`config.mk`:
```
export PLATFORM = sky130hd
export DESIGN_NAME = lc4_divider_seq
export DESIGN_NICKNAME = d
export VERILOG_FILES = /design/src/rtl/lc4_divider_seq.sv
export SDC_FILE = /design/constraint.sdc
export NUM_CORES = 1
export LEC_CHECK = 0
export CAP_MARGIN = 20
export CORE_ASPECT_RATIO = 0.8
export CORE_MARGIN = 5
export CORE_UTILIZATION = 40
export DETAILED_ROUTE_END_ITERATION = 16
export PLACE_DENSITY_LB_ADDON = 0.2
export SETUP_SLACK_MARGIN = 0.05
export SLEW_MARGIN = 20
export SYNTH_ARGS = -nofsm -noshare
export SYNTH_HDL_FRONTEND = slang
export SYNTH_SLANG_ARGS = --single-unit
```
`constraint.sdc`:
```
create_clock -name clk -period 8.4 [get_ports clk]
set_clock_uncertainty 0.15 [all_clocks]
set_input_delay 1.68 -clock clk [delete_from_list [all_inputs] [get_ports clk]]
set_output_delay 1.68 -clock clk [all_outputs]
set_load 0.1 [all_outputs]
```
`src/rtl/lc4_divider_seq.sv`:
```
// Sequential restoring divider with a valid/ready request and result handshake.
// Handles signed (truncating) and unsigned division. A zero divisor completes
// immediately with a flagged zero result. BITS_PER_CYCLE quotient bits are
// resolved per busy cycle by an unrolled chain of shift-subtract stages.
module lc4_divider_seq #(
    parameter int WIDTH          = 16,
    parameter int BITS_PER_CYCLE = 1
) (
    input  logic             clk,
    input  logic             rst_n,
    input  logic             i_valid,
    output logic             o_ready,
    input  logic             i_signed,
    input  logic [WIDTH-1:0] i_dividend,
    input  logic [WIDTH-1:0] i_divisor,
    output logic             o_valid,
    input  logic             i_ready,
    output logic [WIDTH-1:0] o_quotient,
    output logic [WIDTH-1:0] o_remainder,
    output logic             o_div_by_zero
);

    localparam int N  = WIDTH / BITS_PER_CYCLE;
    localparam int CW = $clog2(N + 1);

    typedef enum logic [1:0] {IDLE, BUSY, DONE} state_t;

    state_t           state_reg, state_next;
    logic [CW-1:0]    cnt_reg;
    logic [WIDTH:0]   div_reg;     // divisor magnitude, one extra bit so 2^(WIDTH-1) fits
    logic [WIDTH:0]   rem_reg;     // partial remainder
    logic [WIDTH-1:0] quo_reg;     // dividend magnitude shifting out, quotient shifting in
    logic             neg_q_reg;
    logic             neg_r_reg;
    logic [WIDTH-1:0] q_out_reg;
    logic [WIDTH-1:0] r_out_reg;
    logic             dbz_reg;

    // Operand magnitudes at acceptance; the minimum negative value maps onto
    // its exact positive magnitude.
    logic             a_neg, b_neg, div_zero;
    logic [WIDTH-1:0] a_mag;
    logic [WIDTH:0]   b_mag;

    assign a_neg    = i_signed & i_dividend[WIDTH-1];
    assign b_neg    = i_signed & i_divisor[WIDTH-1];
    assign a_mag    = a_neg ? -i_dividend : i_dividend;
    assign b_mag    = b_neg ? -{1'b1, i_divisor} : {1'b0, i_divisor};
    assign div_zero = (i_divisor == '0);

    // Unrolled restoring steps: stage 0 is the registered state, the last
    // stage is what gets written back at the end of a busy cycle.
    logic [WIDTH:0]   stage_rem [0:BITS_PER_CYCLE];
    logic [WIDTH-1:0] stage_quo [0:BITS_PER_CYCLE];

    assign stage_rem[0] = rem_reg;
    assign stage_quo[0] = quo_reg;

    generate
        for (genvar gi = 0; gi < BITS_PER_CYCLE; gi++) begin : g_step
            logic [WIDTH+1:0] shifted;
            logic             ge;
            assign shifted = {stage_rem[gi], stage_quo[gi][WIDTH-1]};
            assign ge      = (shifted >= {1'b0, div_reg});
            // Since the remainder stays below the divisor, the difference
            // fits in WIDTH+1 bits and the dropped top bit is always zero.
            assign stage_rem[gi+1] = ge ? (shifted[WIDTH:0] - div_reg) : shifted[WIDTH:0];
            assign stage_quo[gi+1] = {stage_quo[gi][WIDTH-2:0], ge};
        end
    endgenerate

    logic [WIDTH-1:0] q_final, r_final;
    assign q_final = neg_q_reg ? -stage_quo[BITS_PER_CYCLE] : stage_quo[BITS_PER_CYCLE];
    assign r_final = neg_r_reg ? -stage_rem[BITS_PER_CYCLE][WIDTH-1:0]
                               : stage_rem[BITS_PER_CYCLE][WIDTH-1:0];

    // State register.
    always_ff @(posedge clk or negedge rst_n) begin
        if (!rst_n) state_reg <= IDLE;
        else        state_reg <= state_next;
    end

    // Next-state logic.
    always_comb begin
        state_next = state_reg;
        case (state_reg)
            IDLE:    if (i_valid) state_next = div_zero ? DONE : BUSY;
            BUSY:    if (cnt_reg == CW'(N - 1)) state_next = DONE;
            DONE:    if (i_ready) state_next = IDLE;
            default: state_next = IDLE;
        endcase
    end

    // Handshake outputs decoded from state.
    always_comb begin
        o_ready = (state_reg == IDLE);
        o_valid = (state_reg == DONE);
    end

    // Datapath: capture operands, iterate, and publish the signed-corrected result.
    always_ff @(posedge clk or negedge rst_n) begin
        if (!rst_n) begin
            cnt_reg   <= '0;
            div_reg   <= '0;
            rem_reg   <= '0;
            quo_reg   <= '0;
            neg_q_reg <= 1'b0;
            neg_r_reg <= 1'b0;
            q_out_reg <= '0;
            r_out_reg <= '0;
            dbz_reg   <= 1'b0;
        end else begin
            case (state_reg)
                IDLE: begin
                    if (i_valid) begin
                        cnt_reg   <= '0;
                        div_reg   <= b_mag;
                        rem_reg   <= '0;
                        quo_reg   <= a_mag;
                        neg_q_reg <= a_neg ^ b_neg;
                        neg_r_reg <= a_neg;
                        if (div_zero) begin
                            q_out_reg <= '0;
                            r_out_reg <= '0;
                            dbz_reg   <= 1'b1;
                        end
                    end
                end
                BUSY: begin
                    rem_reg <= stage_rem[BITS_PER_CYCLE];
                    quo_reg <= stage_quo[BITS_PER_CYCLE];
                    cnt_reg <= cnt_reg + 1'b1;
                    if (cnt_reg == CW'(N - 1)) begin
                        q_out_reg <= q_final;
                        r_out_reg <= r_final;
                        dbz_reg   <= 1'b0;
                    end
                end
                default: ;
            endcase
        end
    end

    assign o_quotient    = q_out_reg;
    assign o_remainder   = r_out_reg;
    assign o_div_by_zero = dbz_reg;

endmodule

```
==> out/results.txt, run 1 <==
Root Buffer = clkbuf_16
first drt pass iteration count = 5
Post-Route WL = 15630 um
CP max FO = 42
post-synthesis mux area share = 0.02657
syn nets = 761
CTS tree = yes
vias = 5270
WHS Path Cells = 2
first-pass GRT wire length = 26130 um
Clock Latency Late Sink = 350 ps
largest net degree at the start of global routing = 68
gr ovfl total = 0
worst slew pin tran = 1025 ps
Fin. Hold Viols = 0
core area = 0.01496 mm2
share of the synthesized area in the top cell type = 0.3790
GP Congestion = 0.9282
Rows = 40
post-CTS resize count = 0
DIE AREA = 0.01777 mm2
Highest Clock Rate = 0.2128 GHz
type of origin of the critical path = primary input
detailed placement HPWL = 11870 um
most common cell in the netlist = nand2_1
Tmin final = 4699 ps
Cell Chain, Critical Path = clkdlybuf4s50_1 > inv_1 > ha_1 > nand2_1 > nor3_1 > nand2_1 > or3_1 > or2_2 > nor3_1 > a21boi_4 > o31ai_1
clk slew on worst S/H paths = 60 ps
post-synthesis adder-cell area fraction = 0.05067
H-tree Lvls = 3
unrepaired setup endpoints after global routing = false
PortBufs = 71
Final Max Tran Viols = 0
Synth Area in Compound Gates = 0.2210
Num Clock Sinks = 92
die height = 120.2 um
# fillers = 1380
Syn Inst Count = 700
synth unique cells = 67
worst slack on hold paths = 327.7 ps
Antenna Nets Post-Route = 0
Num CTS Buffers = 9
drc violations = 0
hold buffer count at CTS = 0
Post-synth EDFFs = 0
IO Count = 72
setup_tns = 0 ps
Total GRT Usage = 0.1809
Crit path largest cell delay = 700 ps
Post-Synth Simple-Gate Area = 0.1730
Setup Fix Bufs, Post-CTS = 0
Post-Synth XOR/XNOR Area = 0.09949
Starting Density = 0.4059
Synth warnings = 0
Synth async-reset ratio = 1.000
CP max stage cell = nor3_1
largest family of logic cells by synthesized area = compound AO/OA/AOI/OAI gates
Worst Reg2Reg Path Length in Cells = 15
post-synthesis sequential area ratio = 0.3790
crit share post-route = 0.5595
Cell Area, Synth = 0.006075 mm2
Synth area leader = dfrtp_1
synthesis-to-layout area growth = 18.97%
vias per cell = 5.600
Setup WS post-layout = 3701 ps
Worst Path Arrival = 4800 ps
Place WS = 3394 ps
Final setup viols = 0
n_diodes = 0
Nets = 808
drt wl/cell = 16.61 um
worst min path class = reg2reg
initial antenna violation count = 0
Crit Path Class = in2reg
vias in the first global route = 4980
layout cells sized above 1 = 0.06117
Area contributors post-synth = dfrtp_1 (38%), o21ai_0 (7.2%), xor2_1 (6.2%)
DR iter-0 viols = 443
clock buffer depth = 2
status = finished clean
CP Data Required Time = 8500 ps
CP Capture Type = flop
max_slew headroom = 0.3150
Yosys reg bits = 92
Post-synth top cells = nand2_1 (93), dfrtp_1 (92), o21ai_0 (87)
Primary FF master, synth = dfrtp_1
synthesized area per cell = 8.678 um2
number of max-cap violations = 0
die width = 147.8 um
[worst max-delay path, delay by kind of cell]
kind	cells	cell delay (ps)
adders and majority gates	1	170
buffers and inverters	2	490
AOI/OAI and AO/OA	2	770
and+or+nand+nor	6	1660
[metrics by stage]
stage	std cells	instance area [um2]	util
2_1_floorplan	700	6075	-
3_3_place_gp	925	6898	0.4610
3_5_place_dp	925	6900	0.4611
4_1_cts	941	7227	0.4829
5_1_grt	941	7227	0.4829
6_report	941	7227	0.4829
[final cells by class]
type	instances	area [um2]	share of cell area
clock inverters	5	83.83	0.01160
inverters	38	142.6	0.01974
flip-flops and latches	92	2302	0.3186
well taps	189	236.5	0.03272
repair buffers	75	738.2	0.1021
multi-input cells	531	3481	0.4816
clock buffers	11	242.7	0.03359
[placed cells by master (no fill, tap or decap), types with 3 or more instances in the layout]
cell type        netlist  final
o31ai_1               22     22
a211oi_1               4      4
o41ai_1                5      5
a21oi_1               19     19
nand3_1               27     27
o21ai_0               87     87
nand3b_1               3      3
nor2b_1                4      4
o221ai_1               3      3
o211ai_1               3      3
clkbuf_16              0      9
mux2i_1               15     15
nand2b_1               8      8
or4_1                  6      6
xor2_1                43     43
xnor2_1               26     26
clkdlybuf4s50_1        0     70
a21boi_0               3      3
buf_4                  0      5
nand2_1               93     93
a22oi_1               15     15
inv_1                 36     36
nor2_1                29     28
ha_1                  23     23
and3_1                 5      5
nor3_1                11     11
or3_1                  7      7
a31oi_1                5      5
dfrtp_1               92     92
and2_1                 4      4
or2_2                  3      3
o21ai_1                8      8
o21a_1                 3      3
nand4_1                6      6
a21o_1                 6      6
[cell families (layout without fill, tap and decap cells)]
kind of cell	after synthesis	after routing
AOI/OAI and AO/OA	207	207
xor gates and xnor gates	69	69
adders and majority gates	24	24
buffers and inverters	77	129
DFF	92	92
muxes	16	16
and+or+nand+nor	215	215
[worst paths after layout]
path                                          endpoint                    start  slack [ps]
setup / recovery            o_quotient[10]$_DFFE_PN0P_             i_divisor[0]        3700
hold / removal                  div_reg[7]$_DFFE_PN0P_   div_reg[7]$_DFFE_PN0P_         330
setup reg to reg           o_remainder[14]$_DFFE_PN0P_  quo_reg[15]$_DFFE_PN0P_        4060
hold reg to reg                 div_reg[7]$_DFFE_PN0P_   div_reg[7]$_DFFE_PN0P_         330
max in group asynchronous       rem_reg[2]$_DFFE_PN0P_                    rst_n        5840
min in group asynchronous       quo_reg[2]$_DFFE_PN0P_                    rst_n        1090
[metal layers]
layer  vias up  part of all wire  global-route usage
met5         -                 0                   0
met2       164              0.40              0.2521
met4         0            0.0088             0.04366
met1      2508              0.52              0.2804
li1       2585                 -                   -
met3        13             0.072             0.04234
Power of run 1 is not shown: default switching activity piles up to over one toggle a cycle in this logic, so the estimate is an artifact.
==> run 2: changes to the inputs <==
==> constraint.sdc (replaced) <==
create_clock -name clk -period 4.1 [get_ports clk]
set_clock_uncertainty 0.15 [all_clocks]
set_input_delay 0.82 -clock clk [delete_from_list [all_inputs] [get_ports clk]]
set_output_delay 0.82 -clock clk [all_outputs]
set_load 0.1 [all_outputs]
==> run 2 against run 1 <==
Net effect: core utilization up 0.38 points; first-iteration DRC count rose by 1.4%; critical path depth is 5 higher; sequential share of layout area shrank 0.25 points; register-to-register slack lost 3800 ps; count of clock-buffer cells in the layout shrank 1; global-route usage increased by 0.36 points; critical path type is now reg2reg; largest cell class unchanged; highest routed layer unchanged.
==> out/results.txt, run 2 (synthesized netlist as in run 1, its figures left out) <==
worst min path class = in2async
CTS tree = yes
Antenna Nets Post-Route = 0 (unchanged)
largest net degree at the start of global routing = 47 (-31%)
Levels on crit path = 16 (+5)
CP bufs+invs = 3 (+1)
post-CTS resize count = 0 (unchanged)
GP Congestion = 0.8683 (-6.5%)
first drt pass iteration count = 5 (unchanged)
Post-Route WL = 16160 um (+3.4%)
vias per cell = 5.571 (-0.53%)
IO Count = 72 (unchanged)
Fin. Hold Viols = 0 (unchanged)
Num CTS Buffers = 9 (unchanged)
Crit path largest cell delay = 430 ps (-270 ps)
worst slew pin tran = 1058 ps (+32.60 ps)
Critical path origin = quo_reg[15]$_DFFE_PN0P_
# fillers = 1434 (+3.9%)
Cell Chain, Critical Path = inv_1 > ha_1 > inv_1 > fa_1 > a21o_2 > a21oi_4 > o21ai_2 > o21ai_2 > nand2_4 > inv_2 > mux2i_1 > ha_1 > o21ai_0 > o31ai_1 > xnor2_1 > o21ai_0
crit path to = o_remainder[12]$_DFFE_PN0P_
clk slew on worst S/H paths = 70 ps (about the same)
layout cells sized above 1 = 0.07115 (+0.009976)
crit share post-route = 0.9263
most common cell after layout, fill and taps aside = nand2_1
first-pass GRT wire length = 26200 um (+0.26%)
PortBufs = 71 (unchanged)
Final Max Tran Viols = 0 (unchanged)
Final setup viols = 0 (unchanged)
DR iter-0 viols = 449 (+1.4%)
Nets = 815 (+0.87%)
hold buffer count at CTS = 0 (unchanged)
final core occ = 0.4867 (+0.003763)
die width = 147.8 um (unchanged)
status = finished clean
CP max FO = 15 (-64%)
reg-to-reg slack, setup = 300 ps (-3760 ps)
gr ovfl total = 0 (unchanged)
most frequent cells in the layout = nand2_1 (93), dfrtp_1 (92), o21ai_0 (86), clkdlybuf4s50_1 (70), xor2_1 (43)
vias in the first global route = 4891 (-1.8%)
Root Buffer = clkbuf_16
initial antenna violation count = 0 (unchanged)
CP max stage cell = dfrtp_1
Tmin final = 3798 ps
die height = 120.2 um (unchanged)
Highest Clock Rate = 0.2633 GHz
Clock Latency Late Sink = 350 ps (about the same)
max_slew headroom = 0.2932 (-0.02179)
Top delay family on crit path = compound AO/OA/AOI/OAI gates
fin cells = 948 (+0.74%)
reg-to-reg endpoint = o_remainder[12]$_DFFE_PN0P_
Setup Fix Bufs, Post-CTS = 0 (unchanged)
Rows = 40 (unchanged)
type of origin of the critical path = flop
Worst Reg2Reg Path Length in Cells = 16 (+1)
H-tree Lvls = 3 (unchanged)
worst r2r src = quo_reg[15]$_DFFE_PN0P_
Crit Path Class = reg2reg
setup_tns = 0 ps (unchanged)
Num Clock Sinks = 92 (unchanged)
CP Capture Type = flop
clock buffer depth = 2 (unchanged)
drt wl/cell = 17.04 um (+2.6%)
Worst Path Arrival = 3870 ps (-930 ps)
placed insts = 932 (+0.76%)
synthesis-to-layout area growth = 19.90%
vias = 5281 (+0.21%)
n_diodes = 0 (unchanged)
core area = 0.01496 mm2 (unchanged)
detailed placement HPWL = 12380 um (+4.3%)
Total GRT Usage = 0.1845 (+0.003578)
DIE AREA = 0.01777 mm2 (unchanged)
number of max-cap violations = 0 (unchanged)
FF+latch area = 0.002302 mm2 (unchanged)
drc violations = 0 (unchanged)
Multi-input gate area = 0.003488 mm2 (+0.22%)
unrepaired setup endpoints after global routing = true
Starting Density = 0.4059 (unchanged)
CP Data Required Time = 4170 ps (-4330 ps)
run 2: metrics by stage:
step	setup WS (ps)	hold slack [ps]	instance area [um2]
floorplan	285.4	299.8	6075
global placement	432.7	313.4	6953
detailed placement	316.3	315.9	6953
CTS	276.4	249.2	7276
global route	32.64	274.0	7283
finish	302.2	251.4	7283
run 2: routing by layer:
| metal | vias to the layer above | wire length, um | track usage |
|---|---|---|---|
| met3 | 8 | 1156 | 0.03522 |
| met5 | - | 0 | 0 |
| met2 | 152 | 6449 | 0.2524 |
| met1 | 2524 | 8429 | 0.2973 |
| met4 | 0 | 121 | 0.03900 |
| li1 | 2597 | - | - |
run 2: cell type report:
type,instances,area share
tap,189,0.03247
multi-input combinational,531,0.4790
clock inverter,6,0.01288
timing repair buffer,82,0.1086
inverter,38,0.01958
clock buffer,10,0.03144
sequential,92,0.3161
run 2: how the worst min path moves through the flow:
| stage | from | to | cells past startpoint |
|---|---|---|---|
| floorplan | div_reg[10]$_DFFE_PN0P_ | div_reg[10]$_DFFE_PN0P_ | 2 |
| detailed placement | o_quotient[0]$_DFFE_PN0P_ | o_quotient[0]$_DFFE_PN0P_ | 2 |
| global placement | o_remainder[12]$_DFFE_PN0P_ | o_remainder[12]$_DFFE_PN0P_ | 2 |
| finish | rst_n | rem_reg[15]$_DFFE_PN0P_ | 1 |
| CTS | rst_n | quo_reg[12]$_DFFE_PN0P_ | 1 |
| global route | rst_n | rem_reg[13]$_DFFE_PN0P_ | 1 |
Power of run 2 is left out for the same reason.
==> run 3: changes to the inputs <==
--- a/config.mk
+++ b/config.mk
@@ -7,9 +7,10 @@
 export LEC_CHECK = 0
 export CAP_MARGIN = 20
 export CORE_ASPECT_RATIO = 0.8
-export CORE_MARGIN = 5
+export CORE_MARGIN = 4
 export CORE_UTILIZATION = 40
 export DETAILED_ROUTE_END_ITERATION = 16
+export MAX_ROUTING_LAYER = met4
 export PLACE_DENSITY_LB_ADDON = 0.2
 export SETUP_SLACK_MARGIN = 0.05
 export SLEW_MARGIN = 20
==> run 3 against run 2 <==
Net effect: sequential share of layout area shrank 0.26 points; critical path type unchanged; worst hold slack lost 53 ps; critical endpoint is now o_quotient[13]$_DFFE_PN0P_; setup slack gained 100 ps; first-iteration DRC count shrank 8.9%.
==> out/results.txt, run 3 (synthesized netlist as in run 1, its figures left out) <==
setup_tns = 0 ps (unchanged)
layout cells sized above 1 = 0.07823 (+0.007081)
Clock Latency Late Sink = 360 ps (about the same)
die height = 118.2 um (-1.7%)
CP Data Required Time = 4160 ps (about the same)
initial antenna violation count = 0 (unchanged)
Highest Clock Rate = 0.2706 GHz (+2.8%)
worst min path class = in2async
Total GRT Usage = 0.1959 (+0.01136)
clock buffer depth = 2 (unchanged)
most common cell after layout, fill and taps aside = nand2_1
GP Congestion = 0.8942 (+3.0%)
gr ovfl total = 0 (unchanged)
DR iter-0 viols = 409 (-8.9%)
first drt pass iteration count = 5 (unchanged)
DIE AREA = 0.01723 mm2 (-3.0%)
placed insts = 934 (+0.21%)
FF+latch area = 0.002302 mm2 (unchanged)
drt wl/cell = 17.03 um (about the same)
Post-Route WL = 16190 um (+0.22%)
worst slew pin tran = 1051 ps (-6.599 ps)
PortBufs = 71 (unchanged)
# fillers = 1397 (-2.6%)
status = finished clean
Place WS = 385.2 ps (+68.91 ps)
largest net degree at the start of global routing = 75 (+60%)
crit share post-route = 0.9012 (-0.02507)
core area = 0.01459 mm2 (-2.5%)
max_slew headroom = 0.2977 (+0.004472)
n_diodes = 0 (unchanged)
die width = 145.8 um (-1.4%)
vias = 5248 (-0.62%)
Crit Path Class = reg2reg
clk slew on worst S/H paths = 70 ps (about the same)
unrepaired setup endpoints after global routing = false
number of max-cap violations = 0 (unchanged)
post-CTS resize count = 0 (unchanged)
CP Capture Type = flop
Num CTS Buffers = 9 (unchanged)
CP max FO = 12 (-3)
Num Clock Sinks = 92 (unchanged)
Final setup viols = 0 (unchanged)
detailed placement HPWL = 12510 um (+1.0%)
Tmin final = 3695 ps (-102.8 ps)
vias in the first global route = 4937 (+0.94%)
most frequent cells in the layout = nand2_1 (93), dfrtp_1 (92), o21ai_0 (87), clkdlybuf4s50_1 (70), xor2_1 (43)
synthesis-to-layout area growth = 20.89%
Fin. Hold Viols = 0 (unchanged)
first-pass GRT wire length = 26590 um (+1.5%)
drc violations = 0 (unchanged)
post-place instance area = 0.007014 mm2 (+0.88%)
type of origin of the critical path = flop
Final Max Tran Viols = 0 (unchanged)
Antenna Nets Post-Route = 0 (unchanged)
CTS tree = yes
cell area after layout = 0.007343 mm2 (+0.82%)
Root Buffer = clkbuf_16
fin cells = 951 (+0.32%)
Rows = 39 (-2.5%)
IO Count = 72 (unchanged)
H-tree Lvls = 3 (unchanged)
vias per cell = 5.518 (-0.94%)
Nets = 823 (+0.98%)
Worst Reg2Reg Path Length in Cells = 11 (-5)
Setup Fix Bufs, Post-CTS = 0 (unchanged)
Starting Density = 0.4163 (+0.01041)
Multi-input gate area = 0.003471 mm2 (-0.50%)
Worst Path Arrival = 3760 ps (-110 ps)
Setup WS post-layout = 405.0 ps (+102.8 ps)
hold buffer count at CTS = 0 (unchanged)
==> run 3: cell types whose count changed in the layout (fill, tap and decap cells not counted), sizes merged <==
cell      change
bufinv        -1
buf           +8
clkinvlp      +2
inv           -1
==> run 3: area by class of cell <==
| class | count | share of cell area |
|---|---|---|
| tap | 184 | 0.03135 |
| sequential | 92 | 0.3135 |
| timing repair buffer | 90 | 0.1220 |
| inverter | 38 | 0.01942 |
| multi-input combinational | 531 | 0.4727 |
| clock inverter | 6 | 0.009882 |
| clock buffer | 10 | 0.03118 |
==> run 3: metal layers <==
metal | part of all wire | GRT usage | up-vias
met3 | 0.066 | 0.05509 | 5
li1 | - | - | 2613
met2 | 0.40 | 0.2608 | 165
met1 | 0.53 | 0.2979 | 2465
met5 | 0 | - | -
met4 | 0.0056 | 0.03144 | 0
==> run 3: final timing paths <==
kind | start | to | slack, ps
setup / recovery | rem_reg[6]$_DFFE_PN0P_ | o_quotient[13]$_DFFE_PN0P_ | 400
hold / removal | rst_n | div_reg[15]$_DFFE_PN0P_ | 200
setup reg to reg | rem_reg[6]$_DFFE_PN0P_ | o_quotient[13]$_DFFE_PN0P_ | 400
hold reg to reg | o_remainder[2]$_DFFE_PN0P_ | o_remainder[2]$_DFFE_PN0P_ | 330
max in group asynchronous | rst_n | rem_reg[2]$_DFFE_PN0P_ | 2820
min in group clk | o_remainder[2]$_DFFE_PN0P_ | o_remainder[2]$_DFFE_PN0P_ | 330
==> run 3: worst max-delay path, stage by stage (launching register included) <==
cell	delay (ps)
dfrtp_1	440
ha_1	460
a21o_1	240
a31oi_1	310
inv_2	90
a21oi_2	230
nand2_4	150
or4_4	520
or4_4	460
o41ai_2	250
xor2_1	180
o21ai_1	70
==> run 3: stage by stage <==
step | hold slack [ps] | utilization
final | 198.6 | 0.5033
after global routing | 203.8 | 0.5033
after CTS | 335.6 | 0.5014
after detailed placement | 319.8 | 0.4807
after global placement | 312.8 | 0.4807
after floorplan | 299.8 | -
Power of run 3 is left out for the same reason.
